--- src/rtl/sad_min_search_pkg.sv ---
`default_nettype none
// ============================================================
// sad_min_search_pkg : shared constants and FSM states for the SAD search
// Revision: 1.0
// ============================================================
package sad_min_search_pkg;

  localparam int DEF_START_DLY = 16;
  localparam int DEF_BLK_PIX   = 256;
  localparam int DEF_NUM_SEG   = 16;
  localparam int DEF_SAD_W     = 16;
  localparam int DEF_IDX_W     = 5;

  // Abs-diff register, accumulate and segment-close stages trail the last sample.
  localparam int c_flush_cyc = 3;

  typedef enum logic [2:0] {
    ST_IDLE  = 3'd0,
    ST_WAIT  = 3'd1,
    ST_RUN   = 3'd2,
    ST_FLUSH = 3'd3,
    ST_DONE  = 3'd4
  } state_t;

  function automatic int clog2_min1(input int v);
    return (v > 1) ? $clog2(v) : 1;
  endfunction

endpackage
`default_nettype wire

--- src/rtl/sad_min_search_if.sv ---
`default_nettype none
// ============================================================
// sad_min_search_if : pixel streams in, search status/result out
// Revision: 1.0
// ============================================================
interface sad_min_search_if #(
  parameter int SAD_W = 16,
  parameter int IDX_W = 5,
  parameter int SEG_W = 4
);
  logic             start;
  logic [7:0]       c;
  logic [7:0]       p;
  logic [7:0]       p_prime;
  logic             busy;
  logic             done;
  logic [SAD_W-1:0] best_sad;
  logic [IDX_W-1:0] best_idx;
  logic [SEG_W-1:0] seg_cnt;

  modport master (
    output start, c, p, p_prime,
    input  busy, done, best_sad, best_idx, seg_cnt
  );

  modport slave (
    input  start, c, p, p_prime,
    output busy, done, best_sad, best_idx, seg_cnt
  );
endinterface
`default_nettype wire

--- src/rtl/sad_min_search_lane.sv ---
`default_nettype none
// ============================================================
// sad_lane : registered |c-p| feeding a saturating accumulator
// Revision: 1.0
// ============================================================
module sad_lane #(
  parameter int SAD_W = 16
) (
  input  logic             clk,
  input  logic             reset,
  input  logic             i_vld,
  input  logic             i_first,
  input  logic [7:0]       i_c,
  input  logic [7:0]       i_p,
  output logic [SAD_W-1:0] o_sad
);
  logic [8:0]       w_sub;
  logic [7:0]       w_abs;
  logic [SAD_W:0]   w_sum;
  logic [7:0]       r_diff;
  logic             r_vld;
  logic             r_first;
  logic [SAD_W-1:0] r_acc;

  always_comb begin
    w_sub = {1'b0, i_c} - {1'b0, i_p};
    w_abs = w_sub[8] ? (~w_sub[7:0] + 8'd1) : w_sub[7:0];
    w_sum = {1'b0, r_acc} + {{(SAD_W-7){1'b0}}, r_diff};
  end

  always_ff @(posedge clk) begin
    if (reset) begin
      r_diff  <= 8'd0;
      r_vld   <= 1'b0;
      r_first <= 1'b0;
      r_acc   <= '0;
    end else begin
      r_vld   <= i_vld;
      r_first <= i_first;
      if (i_vld)
        r_diff <= w_abs;
      // First pixel of a segment loads instead of adding, clearing the previous SAD.
      if (r_vld) begin
        if (r_first)
          r_acc <= {{(SAD_W-8){1'b0}}, r_diff};
        else
          r_acc <= w_sum[SAD_W] ? {SAD_W{1'b1}} : w_sum[SAD_W-1:0];
      end
    end
  end

  assign o_sad = r_acc;
endmodule
`default_nettype wire

--- src/rtl/sad_min_search.sv ---
`default_nettype none
// ============================================================
// sad_min_search : two-lane SAD accumulation with running minimum search
// Revision: 1.0
// ============================================================
module sad_min_search
  import sad_min_search_pkg::*;
#(
  parameter int START_DLY = DEF_START_DLY,
  parameter int BLK_PIX   = DEF_BLK_PIX,
  parameter int NUM_SEG   = DEF_NUM_SEG,
  parameter int SAD_W     = DEF_SAD_W,
  parameter int IDX_W     = DEF_IDX_W
) (
  input  logic             clk,
  input  logic             reset,
  sad_min_search_if.slave  bus
);
  localparam int c_pix_w     = clog2_min1(BLK_PIX);
  localparam int c_seg_w     = clog2_min1(NUM_SEG);
  localparam int c_dly_w     = clog2_min1(START_DLY + 1);
  localparam int c_wait_last = (START_DLY >= 2) ? START_DLY - 2 : 0;

  state_t             r_state;
  state_t             w_next;
  logic [c_pix_w-1:0] r_pix;
  logic [c_seg_w-1:0] r_seg;
  logic [c_dly_w-1:0] r_dly;
  logic [1:0]         r_flush;
  logic               w_accept;
  logic               w_sample;
  logic               w_last_pix;
  logic               w_last_smp;

  logic               r_s1_close;
  logic [c_seg_w-1:0] r_s1_seg;
  logic               r_s2_close;
  logic [c_seg_w-1:0] r_s2_seg;

  logic [SAD_W-1:0]   w_sad0;
  logic [SAD_W-1:0]   w_sad1;
  logic [SAD_W-1:0]   w_mid_sad;
  logic [IDX_W-1:0]   w_mid_idx;
  logic [SAD_W-1:0]   w_new_sad;
  logic [IDX_W-1:0]   w_new_idx;
  logic [SAD_W-1:0]   r_best_sad;
  logic [IDX_W-1:0]   r_best_idx;

  always_ff @(posedge clk) begin
    if (reset)
      r_state <= ST_IDLE;
    else
      r_state <= w_next;
  end

  always_comb begin
    w_next     = r_state;
    w_accept   = 1'b0;
    w_sample   = 1'b0;
    w_last_pix = (r_pix == c_pix_w'(BLK_PIX - 1));
    w_last_smp = w_last_pix && (r_seg == c_seg_w'(NUM_SEG - 1));
    unique case (r_state)
      ST_IDLE: begin
        if (bus.start) begin
          w_accept = 1'b1;
          if (START_DLY == 0) begin
            w_sample = 1'b1;
            w_next   = w_last_smp ? ST_FLUSH : ST_RUN;
          end else if (START_DLY == 1) begin
            w_next = ST_RUN;
          end else begin
            w_next = ST_WAIT;
          end
        end
      end
      ST_WAIT: begin
        if (r_dly == c_dly_w'(c_wait_last))
          w_next = ST_RUN;
      end
      ST_RUN: begin
        w_sample = 1'b1;
        if (w_last_smp)
          w_next = ST_FLUSH;
      end
      ST_FLUSH: begin
        if (r_flush == 2'(c_flush_cyc - 1))
          w_next = ST_DONE;
      end
      ST_DONE: w_next = ST_IDLE;
      default: w_next = ST_IDLE;
    endcase
  end

  always_ff @(posedge clk) begin
    if (reset) begin
      r_pix   <= '0;
      r_seg   <= '0;
      r_dly   <= '0;
      r_flush <= 2'd0;
    end else begin
      r_dly   <= (r_state == ST_WAIT)  ? r_dly + c_dly_w'(1) : '0;
      r_flush <= (r_state == ST_FLUSH) ? r_flush + 2'd1      : 2'd0;
      if (w_sample) begin
        if (w_last_pix) begin
          r_pix <= '0;
          r_seg <= (r_seg == c_seg_w'(NUM_SEG - 1)) ? '0 : r_seg + c_seg_w'(1);
        end else begin
          r_pix <= r_pix + c_pix_w'(1);
        end
      end
    end
  end

  sad_lane #(.SAD_W(SAD_W)) u_lane0 (
    .clk     (clk),
    .reset   (reset),
    .i_vld   (w_sample),
    .i_first (r_pix == '0),
    .i_c     (bus.c),
    .i_p     (bus.p),
    .o_sad   (w_sad0)
  );

  sad_lane #(.SAD_W(SAD_W)) u_lane1 (
    .clk     (clk),
    .reset   (reset),
    .i_vld   (w_sample),
    .i_first (r_pix == '0),
    .i_c     (bus.c),
    .i_p     (bus.p_prime),
    .o_sad   (w_sad1)
  );

  // Segment-close marker travels alongside the two lane stages.
  always_ff @(posedge clk) begin
    if (reset) begin
      r_s1_close <= 1'b0;
      r_s1_seg   <= '0;
      r_s2_close <= 1'b0;
      r_s2_seg   <= '0;
    end else begin
      r_s1_close <= w_sample && w_last_pix;
      r_s1_seg   <= r_seg;
      r_s2_close <= r_s1_close;
      r_s2_seg   <= r_s1_seg;
    end
  end

  // Even lane first, odd lane against the updated best; strict less keeps earlier ties.
  always_comb begin
    w_mid_sad = r_best_sad;
    w_mid_idx = r_best_idx;
    if (w_sad0 < r_best_sad) begin
      w_mid_sad = w_sad0;
      w_mid_idx = IDX_W'({r_s2_seg, 1'b0});
    end
    w_new_sad = w_mid_sad;
    w_new_idx = w_mid_idx;
    if (w_sad1 < w_mid_sad) begin
      w_new_sad = w_sad1;
      w_new_idx = IDX_W'({r_s2_seg, 1'b1});
    end
  end

  always_ff @(posedge clk) begin
    if (reset) begin
      r_best_sad <= {SAD_W{1'b1}};
      r_best_idx <= '0;
    end else if (w_accept) begin
      r_best_sad <= {SAD_W{1'b1}};
      r_best_idx <= '0;
    end else if (r_s2_close) begin
      r_best_sad <= w_new_sad;
      r_best_idx <= w_new_idx;
    end
  end

  assign bus.busy     = (r_state == ST_WAIT) || (r_state == ST_RUN) || (r_state == ST_FLUSH);
  assign bus.done     = (r_state == ST_DONE);
  assign bus.best_sad = r_best_sad;
  assign bus.best_idx = r_best_idx;
  assign bus.seg_cnt  = r_seg;
endmodule
`default_nettype wire

--- src/flat_wrapper.sv ---
// flat-port wrapper written by rule: the top's interface ports become plain ports
module sad_min_search_flat import sad_min_search_pkg::*;
#(
  parameter int START_DLY = DEF_START_DLY,
  parameter int BLK_PIX   = DEF_BLK_PIX,
  parameter int NUM_SEG   = DEF_NUM_SEG,
  parameter int SAD_W     = DEF_SAD_W,
  parameter int IDX_W     = DEF_IDX_W
)
  (clk, reset, bus_start, bus_c, bus_p, bus_p_prime, bus_busy, bus_done, bus_best_sad, bus_best_idx, bus_seg_cnt);
  sad_min_search_if #(.SAD_W(SAD_W), .IDX_W(IDX_W), .SEG_W(4)) bus_i ();
  input  logic clk;
  input  logic reset;
  input wire logic [$bits(bus_i.start)-1:0] bus_start;
  input wire logic [$bits(bus_i.c)-1:0] bus_c;
  input wire logic [$bits(bus_i.p)-1:0] bus_p;
  input wire logic [$bits(bus_i.p_prime)-1:0] bus_p_prime;
  output wire logic [$bits(bus_i.busy)-1:0] bus_busy;
  output wire logic [$bits(bus_i.done)-1:0] bus_done;
  output wire logic [$bits(bus_i.best_sad)-1:0] bus_best_sad;
  output wire logic [$bits(bus_i.best_idx)-1:0] bus_best_idx;
  output wire logic [$bits(bus_i.seg_cnt)-1:0] bus_seg_cnt;
  assign bus_i.start = bus_start;
  assign bus_i.c = bus_c;
  assign bus_i.p = bus_p;
  assign bus_i.p_prime = bus_p_prime;
  assign bus_busy = bus_i.busy;
  assign bus_done = bus_i.done;
  assign bus_best_sad = bus_i.best_sad;
  assign bus_best_idx = bus_i.best_idx;
  assign bus_seg_cnt = bus_i.seg_cnt;
  sad_min_search #(.START_DLY(START_DLY), .BLK_PIX(BLK_PIX), .NUM_SEG(NUM_SEG), .SAD_W(SAD_W), .IDX_W(IDX_W)) u_core (.clk(clk), .reset(reset), .bus(bus_i));
endmodule
--- config.mk ---
export PLATFORM = sky130hd
export DESIGN_NAME = sad_min_search_flat
export DESIGN_NICKNAME = d
export VERILOG_FILES = /design/src/rtl/sad_min_search_pkg.sv /design/src/rtl/sad_min_search_if.sv /design/src/rtl/sad_min_search_lane.sv /design/src/rtl/sad_min_search.sv /design/src/flat_wrapper.sv
export SDC_FILE = /design/constraint.sdc
export NUM_CORES = 1
export LEC_CHECK = 0
export ABC_AREA = 1
export BUFFER_PORTS_ARGS = -buffer_cell sky130_fd_sc_hd__buf_2
export CORE_MARGIN = 1.5
export CORE_UTILIZATION = 60
export DETAILED_ROUTE_END_ITERATION = 10
export PLACE_DENSITY_LB_ADDON = 0.1
export SLEW_MARGIN = 40
export SYNTH_ARGS = -nofsm -noshare
export SYNTH_HDL_FRONTEND = slang
export SYNTH_SLANG_ARGS = --single-unit
export TNS_END_PERCENT = 1
--- constraint.sdc ---
create_clock -name clk -period 3.2 [get_ports clk]
set_input_delay 0.32 -clock clk [delete_from_list [all_inputs] [get_ports clk]]
set_output_delay 0.32 -clock clk [all_outputs]
set_load 0.05 [all_outputs]
==> results.toml <==
[run_status]
status = "finished with violations"
violations = "negative setup slack"

[worst_hold_path]
hold_end = "u_core.u_lane0.r_diff[0]"
holdPathStages = 3
hold_class = "primary input to flop"
worstHoldStart = "bus_p[0]"

[die]
core-area_mm2 = 0.0109
ios = 54
die_area_mm2 = 0.0120
rows = 38
start_util_pct = 62.3
die_h_um = 110
die_w_um = 110

[detailed_routing]
firstDrtPassIters = 5
avgViaCountPerCell = 5.47
routedWlPerCell_um = 13.4
final_antenna_net_count = 0
post-route-drc-count = 0
wl_um = 15700
drt_iter0_drc = 500
dr_total_vias = 6397

[logic_synthesis]
synthCells = 959
synth_top_area_share_pct = 30.2
synthesis.nets = 1060
synthDistinctLibCells = 44
synth_top_cells_by_count = "nand2_1 (184), inv_1 (139), a21oi_1 (106)"
ys.flop_type = "dfxtp_1"
yosysSeqAreaShare_pct = 30.2
synth_edf_count = 0
yosys.area.top_type = "dfxtp_1"
synth.area.top_cells = "dfxtp_1 (30%), ha_1 (13%), nand2_1 (10%)"
ys_ff_latch = 103
syn_area_mm2 = 0.00682
yosysWarnings = 0
syn_area_per_cell_um2 = 7.11
ys_async_sr_fraction_pct = 0
yosysMostFrequentCell = "nand2_1"

[worst_setup_path]
path_cells = "inv_2 -> ha_4 -> a21oi_2 -> nor2_2 -> nor3_2 -> nand2_1 -> nand2_2 -> nand2_4 -> buf_6 -> nand2_1 -> o21ai_1 -> ha_1 -> nand2_1 -> nor2_1 -> a211oi_2 -> o221a_2 -> nand2_4 -> clkbuf_16 -> o211ai_1 -> nand2_1"
slowest_delay_ns = 0.35
start_kind = "flop"
cp.arrival_ns = 3.47
r2r_start = "u_core.bus.best_sad[5]"
reg2reg_depth = 20
worst-setup-path-type = "flop to flop"
reg2reg_slack_ns = -0.04
r2r_end = "u_core.bus.best_sad[3]"
endpoint_kind = "flop"
crit_top_cell = "nand2_1"
critPathMaxFanout = 8
required_ns = 3.43
cp_slowest_cell = "dfxtp_2"

[place]
place_hpwl_um = 11300
gp_congestion = 0.881
portBuffers = 53

[final_layout]
drive_gt1_share_pct = 16.2
syn2layout_area_growth_pct = 15.6
fillers = 933
antenna_cells = 0
nets = 1128

[pwr]
cellPowerDensity_mw_per_mm2 = 535
peakVddDrop_mv = 0.448
p_leak_nw = 3.64
p_total_mw = 4.22

[grt]
grt_pass1_vias = 5530
gr-usage-all-layers_pct = 26.0
grt_pass1_wl_um = 24600
overflow = 0
antenna_found_initial = 0
grt_max_degree = 56

[clocking]
cts-root-buf = "clkbuf_16"
clkLatencyLatePin_ns = 0.36
cts_tree = "done"
cts_buffers = 9
cts_buffer_depth = 2
cts_sinks = 103
cts-htree-levels = 3
path_clk_slew_ns = 0.07

[timing]
skew_ns = 0.0129
rsz0062_at_grt = "yes"
fin_crit_ns = 3.24
hold_ws_ns = 0.371
worst_slack_ns = -0.0427
final_hold_viol_count = 0
finalCritPeriodShare_pct = 101
tns_ns = -0.136
drv_slew = 0
timing.fmax_ghz = 0.308
setup_viol = 7
worstMarginPinSlew_ns = 0.807
maxSlewHeadroom_pct = 46.2

[run]
maxCapViolations = 0
placed cells by master, fill, tap and decap left out, types with 4 or more instances in the layout:
cell type,Yosys,routed
nand2_1,184,180
inv_1,139,136
a21oi_1,106,103
dfxtp_1,103,86
nor2_1,67,65
ha_1,70,63
buf_2,4,54
o21ai_0,64,49
xor2_1,31,31
buf_4,0,29
nand3_1,22,22
o21ai_1,11,21
o211ai_1,20,20
dfxtp_2,0,17
a31oi_1,16,16
xnor2_1,13,13
nor3_1,13,12
clkbuf_16,0,10
nand4_1,8,8
nand2_2,5,7
o21ai_2,2,7
ha_4,0,7
o21bai_1,6,6
a21oi_2,2,5
nor2_2,3,5
nor3b_1,5,5
inv_2,1,4
nor4_1,4,4
nand3b_1,4,4
fa_1,4,4
buf_6,1,4
stage by stage:
step                      worst slack, ns  cell area [µm²]  cells  utilization [%]
after floorplan                    0.0276             6840    959                -
after global placement              0.124             7360   1147             67.3
after detailed placement          0.00771             7360   1147             67.3
after CTS                         0.00269             7630   1161             69.8
after global routing               -0.278             7880   1170             72.1
final                             -0.0427             7880   1170             72.1
layout make-up:
cell class,count,area (µm²),area share [%]
sequential,103,2080,26.4
tap,140,175,2.22
inverter,141,529,6.72
clock buffer,10,239,3.03
clock inverter,4,30.0,0.381
timing repair buffer,89,578,7.33
multi-input combinational,683,4250,53.9
state kept, by name (all words and copies together) (netlist names), 5 cells and up:
register               count
u_core.u_lane0.o_sad      16
u_core.bus.best_sad       16
u_core.bus.best_idx        5
u_core.u_lane1.o_sad      16
u_core.u_lane1.r_diff      8
u_core.r_pix               8
u_core.r_dly               5
u_core.u_lane0.r_diff      8
critical path, delay by kind of cell (launching register included):
kind / cells / cell delay [ns]
AND/OR/NAND/NOR: 10 / 0.92
buffers and inverters: 3 / 0.37
flip-flops: 1 / 0.35
adder cells (fa/ha/maj): 2 / 0.55
AO/OA/AOI/OAI: 5 / 0.89
metal layers:
| metal | track usage [%] | up-vias | wire [µm] |
|---|---|---|---|
| li1 | - | 3323 | - |
| met1 | 34.7 | 2861 | 7280 |
| met2 | 42.7 | 194 | 7310 |
| met3 | 4.74 | 19 | 912 |
| met4 | 7.70 | 0 | 164 |
| met5 | 0 | - | 0 |
how the worst max path moves through the flow:
stage	startpoint	endpoint	slack, ns	cells after the start
finish	u_core.bus.best_sad[5]	u_core.bus.best_sad[3]	-0.04	20
global route	u_core.bus.best_sad[11]	u_core.bus.best_sad[1]	-0.28	20
CTS	u_core.bus.best_sad[15]	u_core.bus.best_sad[1]	0.003	15
detailed placement	u_core.bus.best_sad[15]	u_core.bus.best_sad[10]	0.008	16
global placement	u_core.bus.best_sad[15]	u_core.bus.best_sad[13]	0.12	15
floorplan	u_core.bus.best_sad[9]	u_core.bus.best_sad[2]	0.03	19
repair_timing:
| item | CTS | global route |
|---|---|---|
| hold buffers | 0 | 0 |
| pin swaps | 0 | 24 |
| buffers inserted | 0 | 6 |
| hold endpoints to repair | 0 | 0 |
| endpoints found under the setup margin | 11 | 21 |
| resized for setup | 1 | 51 |
| cloned | 0 | 3 |
where the power goes:
| group | total, mW | switching [mW] | internal (mW) | leakage [nW] |
|---|---|---|---|---|
| Combinational | 1.64 | 1.01 | 0.630 | 2.69 |
| Clock | 1.02 | 0.480 | 0.544 | 0.131 |
| Sequential | 1.55 | 0.134 | 1.42 | 0.827 |
logic make-up after synthesis:
| logic type | count (synthesis) | share of synthesized area [%] |
|---|---|---|
| flip-flops | 103 | 30.2 |
| buffers and inverters | 173 | 9.71 |
| AO/OA/AOI/OAI | 243 | 20.1 |
| AND/OR/NAND/NOR | 322 | 20.2 |
| XOR/XNOR | 44 | 5.65 |
| adder cells (fa/ha/maj) | 74 | 14.0 |
(Power assumes the default switching activity.)
